File: src/rtl/axi_sram_pkg.sv
// Shared encodings, FSM state type and response-precedence helper for the
// AXI4-to-SRAM responder.
package axi_sram_pkg;

  localparam logic [1:0] BURST_FIXED = 2'd0;
  localparam logic [1:0] BURST_INCR  = 2'd1;
  localparam logic [1:0] BURST_WRAP  = 2'd2;

  localparam logic [1:0] RESP_OKAY   = 2'd0;
  localparam logic [1:0] RESP_SLVERR = 2'd2;
  localparam logic [1:0] RESP_DECERR = 2'd3;

  typedef enum logic [2:0] {
    ST_IDLE,
    ST_WRITE,
    ST_WRESP,
    ST_RD_REQ,
    ST_RD_DATA
  } state_e;

  // DECERR dominates SLVERR, which dominates OKAY.
  function automatic logic [1:0] resp_merge(input logic [1:0] a, input logic [1:0] b);
    if (a == RESP_DECERR || b == RESP_DECERR) return RESP_DECERR;
    if (a == RESP_SLVERR || b == RESP_SLVERR) return RESP_SLVERR;
    return RESP_OKAY;
  endfunction

endpackage

File: src/rtl/axi_sram_addr_gen.sv
// Beat address datapath: alignment, SRAM word address, next-beat address and
// per-beat error classification. Shared by the read and write paths.
module axi_sram_addr_gen
  import axi_sram_pkg::*;
#(
  parameter int AXI_ADDR_WIDTH = 32,
  parameter int AXI_DATA_WIDTH = 32,
  parameter int MEM_ADDR_WIDTH = 10
) (
  input  logic [AXI_ADDR_WIDTH-1:0] addr_i,
  input  logic [2:0]                size_i,
  input  logic [1:0]                burst_i,
  output logic [MEM_ADDR_WIDTH-1:0] word_addr_o,
  output logic [AXI_ADDR_WIDTH-1:0] next_addr_o,
  output logic [1:0]                beat_resp_o
);

  localparam int OFF = $clog2(AXI_DATA_WIDTH / 8);
  localparam int HI  = MEM_ADDR_WIDTH + OFF;

  logic [AXI_ADDR_WIDTH-1:0] mask;
  logic [AXI_ADDR_WIDTH-1:0] aligned;
  logic [AXI_ADDR_WIDTH-1:0] step;
  logic                      cfg_err;
  logic                      range_err;

  assign mask        = {AXI_ADDR_WIDTH{1'b1}} << size_i;
  assign aligned     = addr_i & mask;
  assign step        = AXI_ADDR_WIDTH'(1) << size_i;
  assign word_addr_o = aligned[HI-1:OFF];

  // Oversized beats and WRAP/reserved bursts are rejected wholesale.
  assign cfg_err   = (size_i > 3'(OFF)) || (burst_i == BURST_WRAP) || (burst_i == 2'd3);
  assign range_err = (aligned >> HI) != '0;

  assign beat_resp_o = resp_merge(cfg_err   ? RESP_SLVERR : RESP_OKAY,
                                  range_err ? RESP_DECERR : RESP_OKAY);

  always_comb begin
    case (burst_i)
      BURST_FIXED: next_addr_o = addr_i;
      BURST_INCR:  next_addr_o = aligned + step;
      default:     next_addr_o = addr_i;
    endcase
  end

endmodule

File: src/rtl/axi_sram_responder.sv
// AXI4 slave terminator driving a single-port SRAM. One transaction at a time,
// read/write arbitration is round-robin between the two request channels.
module axi_sram_responder
  import axi_sram_pkg::*;
#(
  parameter int AXI_ADDR_WIDTH = 32,
  parameter int AXI_DATA_WIDTH = 32,
  parameter int AXI_ID_WIDTH   = 12,
  parameter int MEM_ADDR_WIDTH = 10
) (
  input  logic                        clk,
  input  logic                        rst,
  input  logic                        aw_valid_i,
  output logic                        aw_ready_o,
  input  logic [AXI_ID_WIDTH-1:0]     aw_id_i,
  input  logic [AXI_ADDR_WIDTH-1:0]   aw_addr_i,
  input  logic [7:0]                  aw_len_i,
  input  logic [2:0]                  aw_size_i,
  input  logic [1:0]                  aw_burst_i,
  input  logic                        w_valid_i,
  output logic                        w_ready_o,
  input  logic [AXI_DATA_WIDTH-1:0]   w_data_i,
  input  logic [AXI_DATA_WIDTH/8-1:0] w_strb_i,
  input  logic                        w_last_i,
  output logic                        b_valid_o,
  input  logic                        b_ready_i,
  output logic [AXI_ID_WIDTH-1:0]     b_id_o,
  output logic [1:0]                  b_resp_o,
  input  logic                        ar_valid_i,
  output logic                        ar_ready_o,
  input  logic [AXI_ID_WIDTH-1:0]     ar_id_i,
  input  logic [AXI_ADDR_WIDTH-1:0]   ar_addr_i,
  input  logic [7:0]                  ar_len_i,
  input  logic [2:0]                  ar_size_i,
  input  logic [1:0]                  ar_burst_i,
  output logic                        r_valid_o,
  input  logic                        r_ready_i,
  output logic [AXI_ID_WIDTH-1:0]     r_id_o,
  output logic [AXI_DATA_WIDTH-1:0]   r_data_o,
  output logic [1:0]                  r_resp_o,
  output logic                        r_last_o,
  output logic                        mem_req_o,
  output logic                        mem_we_o,
  output logic [MEM_ADDR_WIDTH-1:0]   mem_addr_o,
  output logic [AXI_DATA_WIDTH-1:0]   mem_wdata_o,
  output logic [AXI_DATA_WIDTH/8-1:0] mem_be_o,
  input  logic [AXI_DATA_WIDTH-1:0]   mem_rdata_i
);

  state_e                    state_q, state_d;
  logic                      prio_q, prio_d;      // 0: write wins a tie, 1: read wins
  logic [AXI_ID_WIDTH-1:0]   id_q, id_d;
  logic [AXI_ADDR_WIDTH-1:0] addr_q, addr_d;
  logic [7:0]                len_q, len_d;
  logic [2:0]                size_q, size_d;
  logic [1:0]                burst_q, burst_d;
  logic [7:0]                cnt_q, cnt_d;
  logic [1:0]                wresp_q, wresp_d;
  logic [AXI_DATA_WIDTH-1:0] rdata_q, rdata_d;
  logic                      rd_first_q, rd_first_d;

  logic [MEM_ADDR_WIDTH-1:0] word_addr;
  logic [AXI_ADDR_WIDTH-1:0] next_addr;
  logic [1:0]                beat_resp;
  logic                      beat_ok;
  logic                      is_last;
  logic                      aw_win;
  logic                      ar_win;
  logic [AXI_DATA_WIDTH-1:0] rdata_cur;

  axi_sram_addr_gen #(
    .AXI_ADDR_WIDTH (AXI_ADDR_WIDTH),
    .AXI_DATA_WIDTH (AXI_DATA_WIDTH),
    .MEM_ADDR_WIDTH (MEM_ADDR_WIDTH)
  ) u_addr_gen (
    .addr_i      (addr_q),
    .size_i      (size_q),
    .burst_i     (burst_q),
    .word_addr_o (word_addr),
    .next_addr_o (next_addr),
    .beat_resp_o (beat_resp)
  );

  assign beat_ok = (beat_resp == RESP_OKAY);
  assign is_last = (cnt_q == len_q);
  assign aw_win  = aw_valid_i && (!ar_valid_i || !prio_q);
  assign ar_win  = ar_valid_i && (!aw_valid_i || prio_q);

  // SRAM data is only live in the first RD_DATA cycle; afterwards the copy holds R stable.
  assign rdata_cur = !beat_ok ? '0 : (rd_first_q ? mem_rdata_i : rdata_q);

  assign b_id_o      = id_q;
  assign b_resp_o    = wresp_q;
  assign r_id_o      = id_q;
  assign r_data_o    = rdata_cur;
  assign r_resp_o    = beat_resp;
  assign r_last_o    = is_last;
  assign mem_addr_o  = word_addr;
  assign mem_wdata_o = w_data_i;

  always_comb begin
    // NOTE: every output and next-state value gets a default first, so no path
    // through the case statement can leave one unassigned and infer a latch.
    state_d    = state_q;
    prio_d     = prio_q;
    id_d       = id_q;
    addr_d     = addr_q;
    len_d      = len_q;
    size_d     = size_q;
    burst_d    = burst_q;
    cnt_d      = cnt_q;
    wresp_d    = wresp_q;
    rdata_d    = rdata_q;
    rd_first_d = rd_first_q;
    aw_ready_o = 1'b0;
    ar_ready_o = 1'b0;
    w_ready_o  = 1'b0;
    b_valid_o  = 1'b0;
    r_valid_o  = 1'b0;
    mem_req_o  = 1'b0;
    mem_we_o   = 1'b0;
    mem_be_o   = '0;

    case (state_q)
      ST_IDLE: begin
        if (aw_win) begin
          aw_ready_o = 1'b1;
          id_d       = aw_id_i;
          addr_d     = aw_addr_i;
          len_d      = aw_len_i;
          size_d     = aw_size_i;
          burst_d    = aw_burst_i;
          cnt_d      = '0;
          wresp_d    = RESP_OKAY;
          state_d    = ST_WRITE;
        end else if (ar_win) begin
          ar_ready_o = 1'b1;
          id_d       = ar_id_i;
          addr_d     = ar_addr_i;
          len_d      = ar_len_i;
          size_d     = ar_size_i;
          burst_d    = ar_burst_i;
          cnt_d      = '0;
          wresp_d    = RESP_OKAY;
          state_d    = ST_RD_REQ;
        end
      end

      ST_WRITE: begin
        w_ready_o = 1'b1;
        if (w_valid_i) begin
          mem_req_o = beat_ok;
          mem_we_o  = 1'b1;
          mem_be_o  = w_strb_i;
          wresp_d   = resp_merge(wresp_q, beat_resp);
          // The beat counter, not w_last, ends the burst; a disagreeing w_last is a protocol error.
          if (w_last_i != is_last) wresp_d = resp_merge(wresp_d, RESP_SLVERR);
          if (is_last) begin
            state_d = ST_WRESP;
          end else begin
            cnt_d  = cnt_q + 8'd1;
            addr_d = next_addr;
          end
        end
      end

      ST_WRESP: begin
        b_valid_o = 1'b1;
        if (b_ready_i) begin
          state_d = ST_IDLE;
          prio_d  = 1'b1;
        end
      end

      ST_RD_REQ: begin
        mem_req_o  = beat_ok;
        rd_first_d = 1'b1;
        state_d    = ST_RD_DATA;
      end

      ST_RD_DATA: begin
        r_valid_o  = 1'b1;
        rd_first_d = 1'b0;
        if (rd_first_q) rdata_d = rdata_cur;
        if (r_ready_i) begin
          if (is_last) begin
            state_d = ST_IDLE;
            prio_d  = 1'b0;
          end else begin
            cnt_d   = cnt_q + 8'd1;
            addr_d  = next_addr;
            state_d = ST_RD_REQ;
          end
        end
      end

      default: state_d = ST_IDLE;
    endcase
  end

  always_ff @(posedge clk) begin
    // NOTE: non-blocking assignments here so every register samples the
    // pre-edge value of every other register, independent of statement order.
    if (rst) begin
      state_q    <= ST_IDLE;
      prio_q     <= 1'b0;
      id_q       <= '0;
      addr_q     <= '0;
      len_q      <= '0;
      size_q     <= '0;
      burst_q    <= '0;
      cnt_q      <= '0;
      wresp_q    <= '0;
      rdata_q    <= '0;
      rd_first_q <= 1'b0;
    end else begin
      state_q    <= state_d;
      prio_q     <= prio_d;
      id_q       <= id_d;
      addr_q     <= addr_d;
      len_q      <= len_d;
      size_q     <= size_d;
      burst_q    <= burst_d;
      cnt_q      <= cnt_d;
      wresp_q    <= wresp_d;
      rdata_q    <= rdata_d;
      rd_first_q <= rd_first_d;
    end
  end

endmodule

File: config.mk
export PLATFORM = sky130hd
export DESIGN_NAME = axi_sram_responder
export DESIGN_NICKNAME = d
export VERILOG_FILES = /design/src/rtl/axi_sram_pkg.sv /design/src/rtl/axi_sram_addr_gen.sv /design/src/rtl/axi_sram_responder.sv
export SDC_FILE = /design/constraint.sdc
export NUM_CORES = 1
export LEC_CHECK = 0
export BUFFER_PORTS_ARGS = -buffer_cell sky130_fd_sc_hd__buf_2
export CAP_MARGIN = 10
export CORE_MARGIN = 2
export CORE_UTILIZATION = 40
export CTS_CLUSTER_SIZE = 24
export DETAILED_ROUTE_END_ITERATION = 7
export PLACE_DENSITY = 0.69
export SYNTH_ARGS = -nofsm -noshare
export SYNTH_HDL_FRONTEND = slang
export SYNTH_SLANG_ARGS = --single-unit
File: constraint.sdc
create_clock -name clk -period 3.5 [get_ports clk]
set_input_delay 0.35 -clock clk [delete_from_list [all_inputs] [get_ports clk]]
set_output_delay 0.35 -clock clk [all_outputs]
set_load 0.05 [all_outputs]
* Word level (Yosys, flattened, before mapping)
Index checks and enable logic that the tools add are counted.
** Storage, ports and cells
- Output and inout port bits :: 114
- Register bits after elaboration :: 104
- Bits of input ports :: 190
** Operators by class
- Shift operators :: 2
- Reduce and logical (&&, ||, !) cells :: 27
- Magnitude comparators :: 1
- Equal/unequal tests :: 24
- Add/sub/neg operators :: 2
- Bitwise gates (word level) :: 1
- Mux-type cells :: 88
** Operators by type and width (count)
- 32-bit 2-to-1 mux :: 8
- 32-bit case mux with 3 select lines :: 1
- 8-bit 2-to-1 mux :: 7
- 2-bit 2-to-1 mux :: 22
- 32-bit adder :: 1
- 32-bit AND :: 1
- 1-bit 2-to-1 mux :: 32
- 32-bit nonzero test :: 1
- 1-bit by 3-bit left shift with 32-bit output, first input constant :: 1
- 32-bit by 3-bit left shift with 32-bit output, first input constant :: 1
- 12-bit 2-to-1 mux :: 2
- 3-bit 2-to-1 mux :: 8
- 8-bit case mux with 3 select lines :: 1
- 2-bit equality test, second input constant :: 11
- 3-bit case mux with 5 select lines :: 1
- 2-bit inequality test, second input constant :: 5
- 8-bit by 1-bit adder with 8-bit output, second input constant :: 1
- 8-bit equality test :: 1
- 1-bit logical OR :: 8
- 4-bit 2-to-1 mux :: 2
- 4-bit AND reduction :: 2
- 2-bit nonzero test :: 4
- 3-bit by 2-bit equality test with 1-bit output, second input constant :: 2
- 1-bit case mux with 2 select lines :: 3
- other kinds (15) :: 19

* Depth between registers and ports, before layout
Gate-level depths: netlist of the first run.
- Word-level depth :: 36
- Mapped depth :: 10

* Hierarchy
From an unflattened synthesis of the first run, not the netlist that was laid out.
** Second synthesis, totals
- Cells, all modules :: 872
- Area, all modules :: 7006.7 sq um
** By module, submodules not included
- axi_sram_responder :: times used 1, cells each 701, area each 5826.8 sq um
- axi_sram_addr_gen :: times used 1, cells each 171, area each 1179.9 sq um

* Worst setup path before layout of the first run
OpenSTA, ideal clock, no wires.
- Path kind :: flip-flop to flip-flop
- From :: register size_q[2]
- To :: register addr_q[28]
- Setup time :: 0.074 ns
- Period minus slack after synthesis :: 3.813 ns
- Path slack :: -0.313 ns
- Data required time :: 3.426 ns
- Arrival :: 3.738 ns
- Cell stages (with the launch flop) :: 11
- Path buffers :: 2
- Cell sequence :: dfxtp_1 > buf_2 > clkbuf_1 > a21boi_0 > ha_1 > and3_1 > a221oi_1 > a2111oi_4 > nand2_2 > or4_1 > a31oi_1
** Between the ends
- Cells in the longest elaborated chain, start to end :: 7
- Elaborated cells between the ends (all ways) :: 9
- Those cells by class :: add/sub (1); shift (2); mux (5); bitwise (1)
** RTL lines
- start, declared :: RTL line axi_sram_responder.sv:55 : logic [2:0] size_q, size_d;
- start signal, assigned :: RTL line axi_sram_responder.sv:222 : size_q <= size_d;
- 32-bit by 3-bit left shift with 32-bit output (*) :: RTL line axi_sram_addr_gen.sv:27 : assign mask = {AXI_ADDR_WIDTH{1'b1}} << size_i;
- 32-bit AND (*) :: RTL line axi_sram_addr_gen.sv:28 : assign aligned = addr_i & mask;
- named net mem_addr_o[3] :: RTL line axi_sram_responder.sv:44 : output logic [MEM_ADDR_WIDTH-1:0] mem_addr_o,
- 32-bit adder (*) :: RTL line axi_sram_addr_gen.sv:42 : BURST_INCR: next_addr_o = aligned + step;
- 32-bit 2-to-1 mux (*) :: RTL line axi_sram_addr_gen.sv:40 : case (burst_i)
- 32-bit 2-to-1 mux (*) :: RTL line axi_sram_responder.sv:158, axi_sram_responder.sv:186
- 32-bit 2-to-1 mux, on equally long branches :: RTL line axi_sram_responder.sv:185, axi_sram_responder.sv:151
- 32-bit case mux with 3 select lines (*) :: RTL line axi_sram_responder.sv:124 : case (state_q)
- end signal, assigned :: RTL line axi_sram_responder.sv:220 : addr_q <= addr_d;
- end, declared :: RTL line axi_sram_responder.sv:53 : logic [AXI_ADDR_WIDTH-1:0] addr_q, addr_d;
Mark *: on every way through the listed nets, which the timed path passes. The rest lies on a longest branch. The select of a mux whose other input is x is not followed.
A chain may end at the register's enable or synchronous reset.

* Worst setup path after layout of the first run
- From :: register size_q[2]
- To :: register addr_q[28]
** Between the ends
- Cells in the longest elaborated chain, start to end :: 7
- Elaborated cells between the ends (all ways) :: 9
- Those cells by class :: add/sub (1); shift (2); mux (5); bitwise (1)
** RTL lines (RTL line)
- 32-bit by 3-bit left shift with 32-bit output :: axi_sram_addr_gen.sv:27
- 32-bit AND :: axi_sram_addr_gen.sv:28
- 32-bit adder (*) :: axi_sram_addr_gen.sv:42
- 32-bit 2-to-1 mux (*) :: axi_sram_addr_gen.sv:40
- 32-bit 2-to-1 mux (*) :: axi_sram_responder.sv:158, axi_sram_responder.sv:186
- 32-bit 2-to-1 mux, on equally long branches :: axi_sram_responder.sv:185, axi_sram_responder.sv:151
- 32-bit case mux with 3 select lines (*) :: axi_sram_responder.sv:124
Every way passes the cells marked *; elsewhere a longest branch is shown, timed or not. The select of a mux whose other input is x is not followed.

==> results of run 1 <==
==> layout make-up <==
| cell class | count | area [um2] |
|---|---|---|
| Inverter | 10 | 37.54 |
| Clock inverter | 7 | 60.06 |
| Tap cell | 225 | 281.5 |
| Timing Repair Buffer | 252 | 1309 |
| Fill cell | 1726 | 8946 |
| Multi-Input combinational cell | 707 | 4174 |
| Clock buffer | 9 | 225.2 |
| Sequential cell | 104 | 2083 |
==> logic make-up (layout without fill, tap and decap cells) <==
group	after synthesis	in the layout
flip-flops	104	104
buffers and inverters	133	278
multiplexers	42	42
AND/OR/NAND/NOR	419	419
AO/OA/AOI/OAI	216	216
XOR/XNOR	21	21
adder cells (fa/ha/maj)	9	9
==> flip-flops by register name (all words and copies together), names as in the netlist <==
register / cells
b_id_o: 12
cnt_q: 8
b_resp_o: 2
size_q: 3
rd_first_q: 1
state_q: 3
rdata_q: 32
addr_q: 32
burst_q: 2
len_q: 8
prio_q: 1
==> power by group through the flow <==
stage / logic, uW / clock network, uW / registers (uW)
global route: 4320 / 1070 / 2020
finish: 4000 / 996 / 1960
detailed placement: 4010 / 0 / 1970
global placement: 3970 / 0 / 1960
CTS: 4020 / 1020 / 1950
floorplan: 3150 / 0 / 2050
==> routing by layer <==
layer	GRT usage (%)	up-vias
met5	0	-
met4	7.870	4
met3	4.190	32
met2	35.47	242
met1	27.19	3231
li1	-	3561
==> cell usage in the layout (no fill, tap or decap), types with 3 or more instances in the layout <==
cell type  Yosys  routed
nand2_1      181     181
ha_1           8       8
o31ai_1        4       4
a21o_1         9       9
o211ai_1      10      10
nor4_1        10      10
or4_1          5       5
dfxtp_1      104     103
nor3b_1        8       8
and2_1        10      10
a31oi_1       15      15
nand2b_1       9       9
and3b_1        3       3
clkbuf_16      0       9
xnor2_1       16      16
a21oi_1       79      78
inv_1          9       9
nand4_1        7       7
o21ai_0       24      24
a211oi_1      10      10
a2111oi_4      3       3
mux2i_1       42      42
inv_6          0       4
xor2_1         5       5
a311oi_1      27      27
nor3_1        13      13
and3_1         7       7
buf_4         53      13
or3_1          6       6
o21a_1         3       3
nand3_1       49      49
a31o_2         4       4
a2111oi_0      4       4
nor2_1        96      95
buf_2          9     238
==> path summary, 6_finish.rpt <==
check                            startpoint           to  slack [ns]  cells past startpoint
worst max-delay path              size_q[2]   addr_q[28]        0.27                      9
worst min-delay path            aw_len_i[3]     len_q[3]        0.24                      3
worst max register to register    size_q[2]   addr_q[28]        0.27                      9
worst min register to register  rdata_q[17]  rdata_q[17]        0.45                      2
==> cell usage after synthesis, drive strengths merged (3+ instances only) <==
master	instances	area share [%]
or3	6	0.54
nand4	7	0.63
clkbuf	60	3.3
buf	63	6.6
nor4	10	0.90
mux2i	42	6.1
a21boi	3	0.33
and3b	3	0.38
dfxtp	104	30
a211oi	10	1.1
a311oi	27	3.4
nand2b	9	0.81
inv	10	0.54
a2111oi	7	1.7
nor3	14	1.2
nand2	183	10
and3	7	0.63
xor2	5	0.63
and2	10	0.90
or4	5	0.54
a31oi	15	1.4
a31o	4	0.51
nor3b	8	0.87
nand3	49	3.5
xnor2	16	2.0
o31ai	5	0.61
ha	8	1.4
o21a	3	0.33
a21oi	79	5.7
a21o	9	0.98
nor2	96	5.2
o21ai	24	1.7
o211ai	10	1.1
==> stage by stage <==
| stage | instances | setup WS [ns] |
|---|---|---|
| after detailed placement | 1298 | 0.3284 |
| after global placement | 1298 | 0.4059 |
| after CTS | 1314 | 0.2896 |
| after global routing | 1314 | 0.01396 |
| final | 1314 | 0.2720 |
| after floorplan | 944 | 0.1230 |
==> worst min-delay path: stages <==
cell	delay (ns)
buf_2	0.09
nand2_1	0.04
a311oi_1	0.07
==> impl_metrics.env, run 1 <==
export IMPL_worst_slew_margin_rel_pct=28.84
export IMPL_yosysSeqAreaShare_pct=30.06
export IMPL_hold_slack_ns=0.2448
export IMPL_syn_to_final_growth_pct=17.96
export IMPL_wl_um=20210
export IMPL_p_sw_share_pct=52.85
export IMPL_syn_area_per_cell_um2=7.338
export IMPL_setup_tns_ns=0
export IMPL_rows=48
export IMPL_endpoint_kind="flip-flop"
export IMPL_ir_worst_vdd_v=0.0006215
export IMPL_status="complete, no violations"
export IMPL_internal_power_uw=3277
export IMPL_grt_pass1_vias=6366
export IMPL_crit_path_max_fanout=18
export IMPL_grt_pass1_wl_um=31600
export IMPL_ant_nets=0
export IMPL_synth_edff_count=0
export IMPL_antenna_found_initial=2
export IMPL_synthXorXnorAreaFrac_pct=2.655
export IMPL_synth_mux_area_fraction_pct=6.069
export IMPL_design_area_um2=8170
export IMPL_hp_class="in -> reg"
export IMPL_drt_iter0_drc=327
export IMPL_top_layer_used="met5"
export IMPL_cts_buffers=9
export IMPL_worstMarginPinSlew_ns=1.065
export IMPL_synth_compound_area_share_pct=21.48
export IMPL_pwr_share_clk_pct=14.3
export IMPL_maxSlewViolCount=0
export IMPL_fmax_ghz=0.3098
export IMPL_synth_top_family_by_area="simple AND/OR/NAND/NOR gates"
export IMPL_synth_cell_type_count=67
export IMPL_cts_clk_slew_worst_paths_ns=0.08
export IMPL_critPathRequiredTime_ns=3.78
export IMPL_finalCriticalPeriod_ns=3.228
export IMPL_setup_viol=0
export IMPL_slowest_stage="dfxtp_1"
export IMPL_critPathArrivalTime_ns=3.51
export IMPL_ys_ff_latch=104
export IMPL_cts_tree="done"
export IMPL_final_util_pct=47.73
export IMPL_synth_simple_gate_area_share_pct=27.64
export IMPL_cts_buffer_depth=2
export IMPL_crit_type="reg -> reg"
export IMPL_power_switching_uw=3674
export IMPL_die_area_um2=18380
export IMPL_route_met3_wl_um=1287
export IMPL_crit_family="compound AO/OA/AOI/OAI gates"
export IMPL_global_route_usage_total_pct=21.26
export IMPL_clock_sinks=104
export IMPL_coreArea_um2=17120
export IMPL_die_w_um=135.6
export IMPL_cts_resized=0
export IMPL_worstPathCellList="o21ai_0, and2_1, ha_1, a21o_1, a221oi_1, a2111oi_4, nand2_2, or4_1, a31oi_1"
export IMPL_met1_length_um=8999
export IMPL_pin_count=304
export IMPL_synthAdderAreaFrac_pct=1.734
export IMPL_maxCapViolCount=0
export IMPL_via_count=7070
export IMPL_start_util_pct=40.47
export IMPL_start_kind="flip-flop"
export IMPL_worstSkewPairLatency_ns=0.36
export IMPL_skew_ns=0.006894
export IMPL_diodes=0
export IMPL_powerDensity_nw_per_um2=850.8
export IMPL_rsz0062_at_grt="no"
export IMPL_synth_top_flop_cell="dfxtp_1"
export IMPL_postCtsSetupRepairBufs=0
export IMPL_grt_overflow_total=0
export IMPL_clockRootBuffer="clkbuf_16"
export IMPL_layout_drive_gt1_share_pct=26.63
export IMPL_nNetsFinal=1283
export IMPL_final_hold_violation_count=0
export IMPL_leakage_uw=0.003388
export IMPL_combinationalPowerShare_pct=57.5
export IMPL_drcViolationCount=0
export IMPL_routedWlPerCell_um=15.38
export IMPL_power_frac_seq_pct=28.2
export IMPL_htreeDepth=3
export IMPL_routed_wl_met2_um=9509
export IMPL_slowest_delay_ns=0.67
export IMPL_async_reset_ff_share_pct=0
export IMPL_avgViaCountPerCell=5.381
export IMPL_crit_buf_inv=0
export IMPL_power_uw=6951
export IMPL_syn_area_um2=6927
export IMPL_postCtsHoldBufs=0
export IMPL_postSynthCellCount=944
export IMPL_fp_dieH_um=135.6
export IMPL_fin_crit_sh_pct=92.23
export IMPL_hpwl_um=14710
export IMPL_port_buffers=239
export IMPL_placed_cell_area_um2=7885
export IMPL_drt_pass1_iterations=4
export IMPL_gp_congestion=0.8929
export IMPL_grt_max_degree=47
export IMPL_ys_warnings_count=0
export IMPL_synth_nets=1143
No activity file was read; power rests on OpenSTA's default activity.
==> inputs of run 2 (changes only) <==
--- a/config.mk
+++ b/config.mk
@@ -11,7 +11,10 @@
 export CORE_UTILIZATION = 40
 export CTS_CLUSTER_SIZE = 24
 export DETAILED_ROUTE_END_ITERATION = 7
+export GPL_ROUTABILITY_DRIVEN = 0
 export PLACE_DENSITY = 0.69
+export REMOVE_ABC_BUFFERS = 1
+export SETUP_SLACK_MARGIN = 0.05
 export SYNTH_ARGS = -nofsm -noshare
 export SYNTH_HDL_FRONTEND = slang
 export SYNTH_SLANG_ARGS = --single-unit
==> impl_metrics.env, run 2 (synthesized netlist as in run 1, its figures left out) <==
export IMPL_nFillCells=1723
export IMPL_port_buffers=239
export IMPL_ir_worst_vdd_v=0.0005119
export IMPL_worstSkewPairLatency_ns=0.35
export IMPL_ant_nets=0
export IMPL_fmax_ghz=0.3129
export IMPL_multi_input_area_um2=4174
export IMPL_seqCellArea_um2=2083
export IMPL_final_util_pct=48.18
export IMPL_setup_viol=0
export IMPL_postCtsHoldBufs=0
export IMPL_finalCriticalPeriod_ns=3.196
export IMPL_start_kind="flip-flop"
export IMPL_p_sw_share_pct=52.25
export IMPL_cts_clk_slew_worst_paths_ns=0.08
export IMPL_power_switching_uw=3688
export IMPL_wl_um=21160
export IMPL_maxSlewViolCount=0
export IMPL_leakage_uw=0.003431
export IMPL_syn_to_final_growth_pct=19.06
export IMPL_grtUsageMet3_pct=8.230
export IMPL_hold_slack_ns=0.2496
export IMPL_preCtsSetupSlack_ns=0.4270
export IMPL_grt_busiest_layer="met2"
export IMPL_clock_sinks=104
export IMPL_worstMarginPinSlew_ns=0.8661
export IMPL_worst_slack_ns=0.3044
export IMPL_use_met2_pct=33.67
export IMPL_grt_overflow_total=0
export IMPL_global_route_usage_total_pct=22.39
export IMPL_pwr_share_clk_pct=15.3
export IMPL_htreeDepth=3
export IMPL_status="complete, no violations"
export IMPL_cts_buffer_depth=2
export IMPL_hp_class="in -> reg"
export IMPL_power_frac_seq_pct=27.8
export IMPL_cts_resized=0
export IMPL_layout_drive_gt1_share_pct=27.03
export IMPL_crit_type="reg -> reg"
export IMPL_endpoint_kind="flip-flop"
export IMPL_postCtsSetupRepairBufs=0
export IMPL_internal_power_uw=3370
export IMPL_nNetsFinal=1289
export IMPL_diodes=0
export IMPL_antenna_found_initial=1
export IMPL_final_cell_mix="buf_2 (238), nand2_1 (181), dfxtp_1 (103), nor2_1 (95), a21oi_1 (78)"
export IMPL_critPathRequiredTime_ns=3.77
export IMPL_final_hold_violation_count=0
export IMPL_coreArea_um2=17120
export IMPL_cts_tree="done"
export IMPL_die_area_um2=18380
export IMPL_maxCapViolCount=0
export IMPL_use_met1_pct=30.21
export IMPL_routedWlPerCell_um=16.03
export IMPL_fp_dieH_um=135.6
export IMPL_skew_ns=0.008444
export IMPL_cts_buffers=9
export IMPL_combinationalPowerShare_pct=56.9
export IMPL_rsz0062_at_grt="no"
export IMPL_start_util_pct=40.47
export IMPL_clockRootBuffer="clkbuf_16"
export IMPL_rows=48
export IMPL_rr_startpoint="size_q[2]"
export IMPL_crit_path_start="size_q[2]"
export IMPL_crit_path_max_fanout=11
export IMPL_drcViolationCount=0
export IMPL_grt_pass1_wl_um=32950
export IMPL_avgViaCountPerCell=5.408
export IMPL_drt_pass1_iterations=4
export IMPL_drt_iter0_drc=366
export IMPL_instances_no_fill=1320
export IMPL_hpwl_um=15250
export IMPL_worst_slew_margin_rel_pct=42.26
export IMPL_via_count=7138
export IMPL_grt_max_degree=51
export IMPL_powerDensity_nw_per_um2=855.9
export IMPL_worstHoldStart="aw_id_i[9]"
export IMPL_layout_cells_most_common="buf_2"
export IMPL_die_w_um=135.6
export IMPL_pin_count=304
export IMPL_fin_crit_sh_pct=91.30
export IMPL_dp_cells=1304
export IMPL_critPathArrivalTime_ns=3.47
export IMPL_grt_pass1_vias=6260
==> run 2: area by class of cell <==
cell class / count / share of cell area, %
clock buffer: 9 / 2.731
clock inverter: 7 / 1.108
inverter: 10 / 0.4552
multi-input combinational: 707 / 50.61
sequential: 104 / 25.26
tap: 225 / 3.414
timing repair buffer: 258 / 16.42
==> run 2: final timing paths <==
| path | endpoint | slack, ns | depth (start not counted) |
|---|---|---|---|
| worst max register to register | addr_q[23] | 0.30 | 9 |
| worst min register to register | addr_q[4] | 0.45 | 2 |
| worst min-delay path | b_id_o[9] | 0.25 | 3 |
| worst max-delay path | addr_q[23] | 0.30 | 9 |
==> run 2: through the flow <==
stage	setup TNS, ns	total power, uW	area, um2
after detailed placement	0	5995	7930
after global placement	0	5964	7930
after floorplan	-43.38	4792	6246
after global routing	0	7541	8247
after CTS	0	7088	8247
final	0	7058	8247
==> run 2: worst max-delay path, stage by stage, from the launching register on <==
cell	delay, ns
dfxtp_1	0.59
and3_1	0.26
nor2b_1	0.07
ha_1	0.39
a21o_1	0.20
o21ai_0	0.25
a211oi_1	0.54
nand3_1	0.21
or4_1	0.42
a31oi_1	0.19
==> run 2: power by group through the flow <==
| stage | Sequential (uW) | Combinational (uW) | Clock [uW] |
|---|---|---|---|
| floorplan | 2510 | 2290 | 0 |
| global placement | 1970 | 3990 | 0 |
| detailed placement | 1980 | 4010 | 0 |
| CTS | 1960 | 4030 | 1100 |
| global route | 2030 | 4360 | 1160 |
| finish | 1970 | 4020 | 1080 |
==> run 2: metal layers <==
layer | up-vias | wire [um]
met2 | 302 | 9038
met4 | 4 | 305
met3 | 26 | 2055
met1 | 3226 | 9676
met5 | - | 80
li1 | 3580 | -
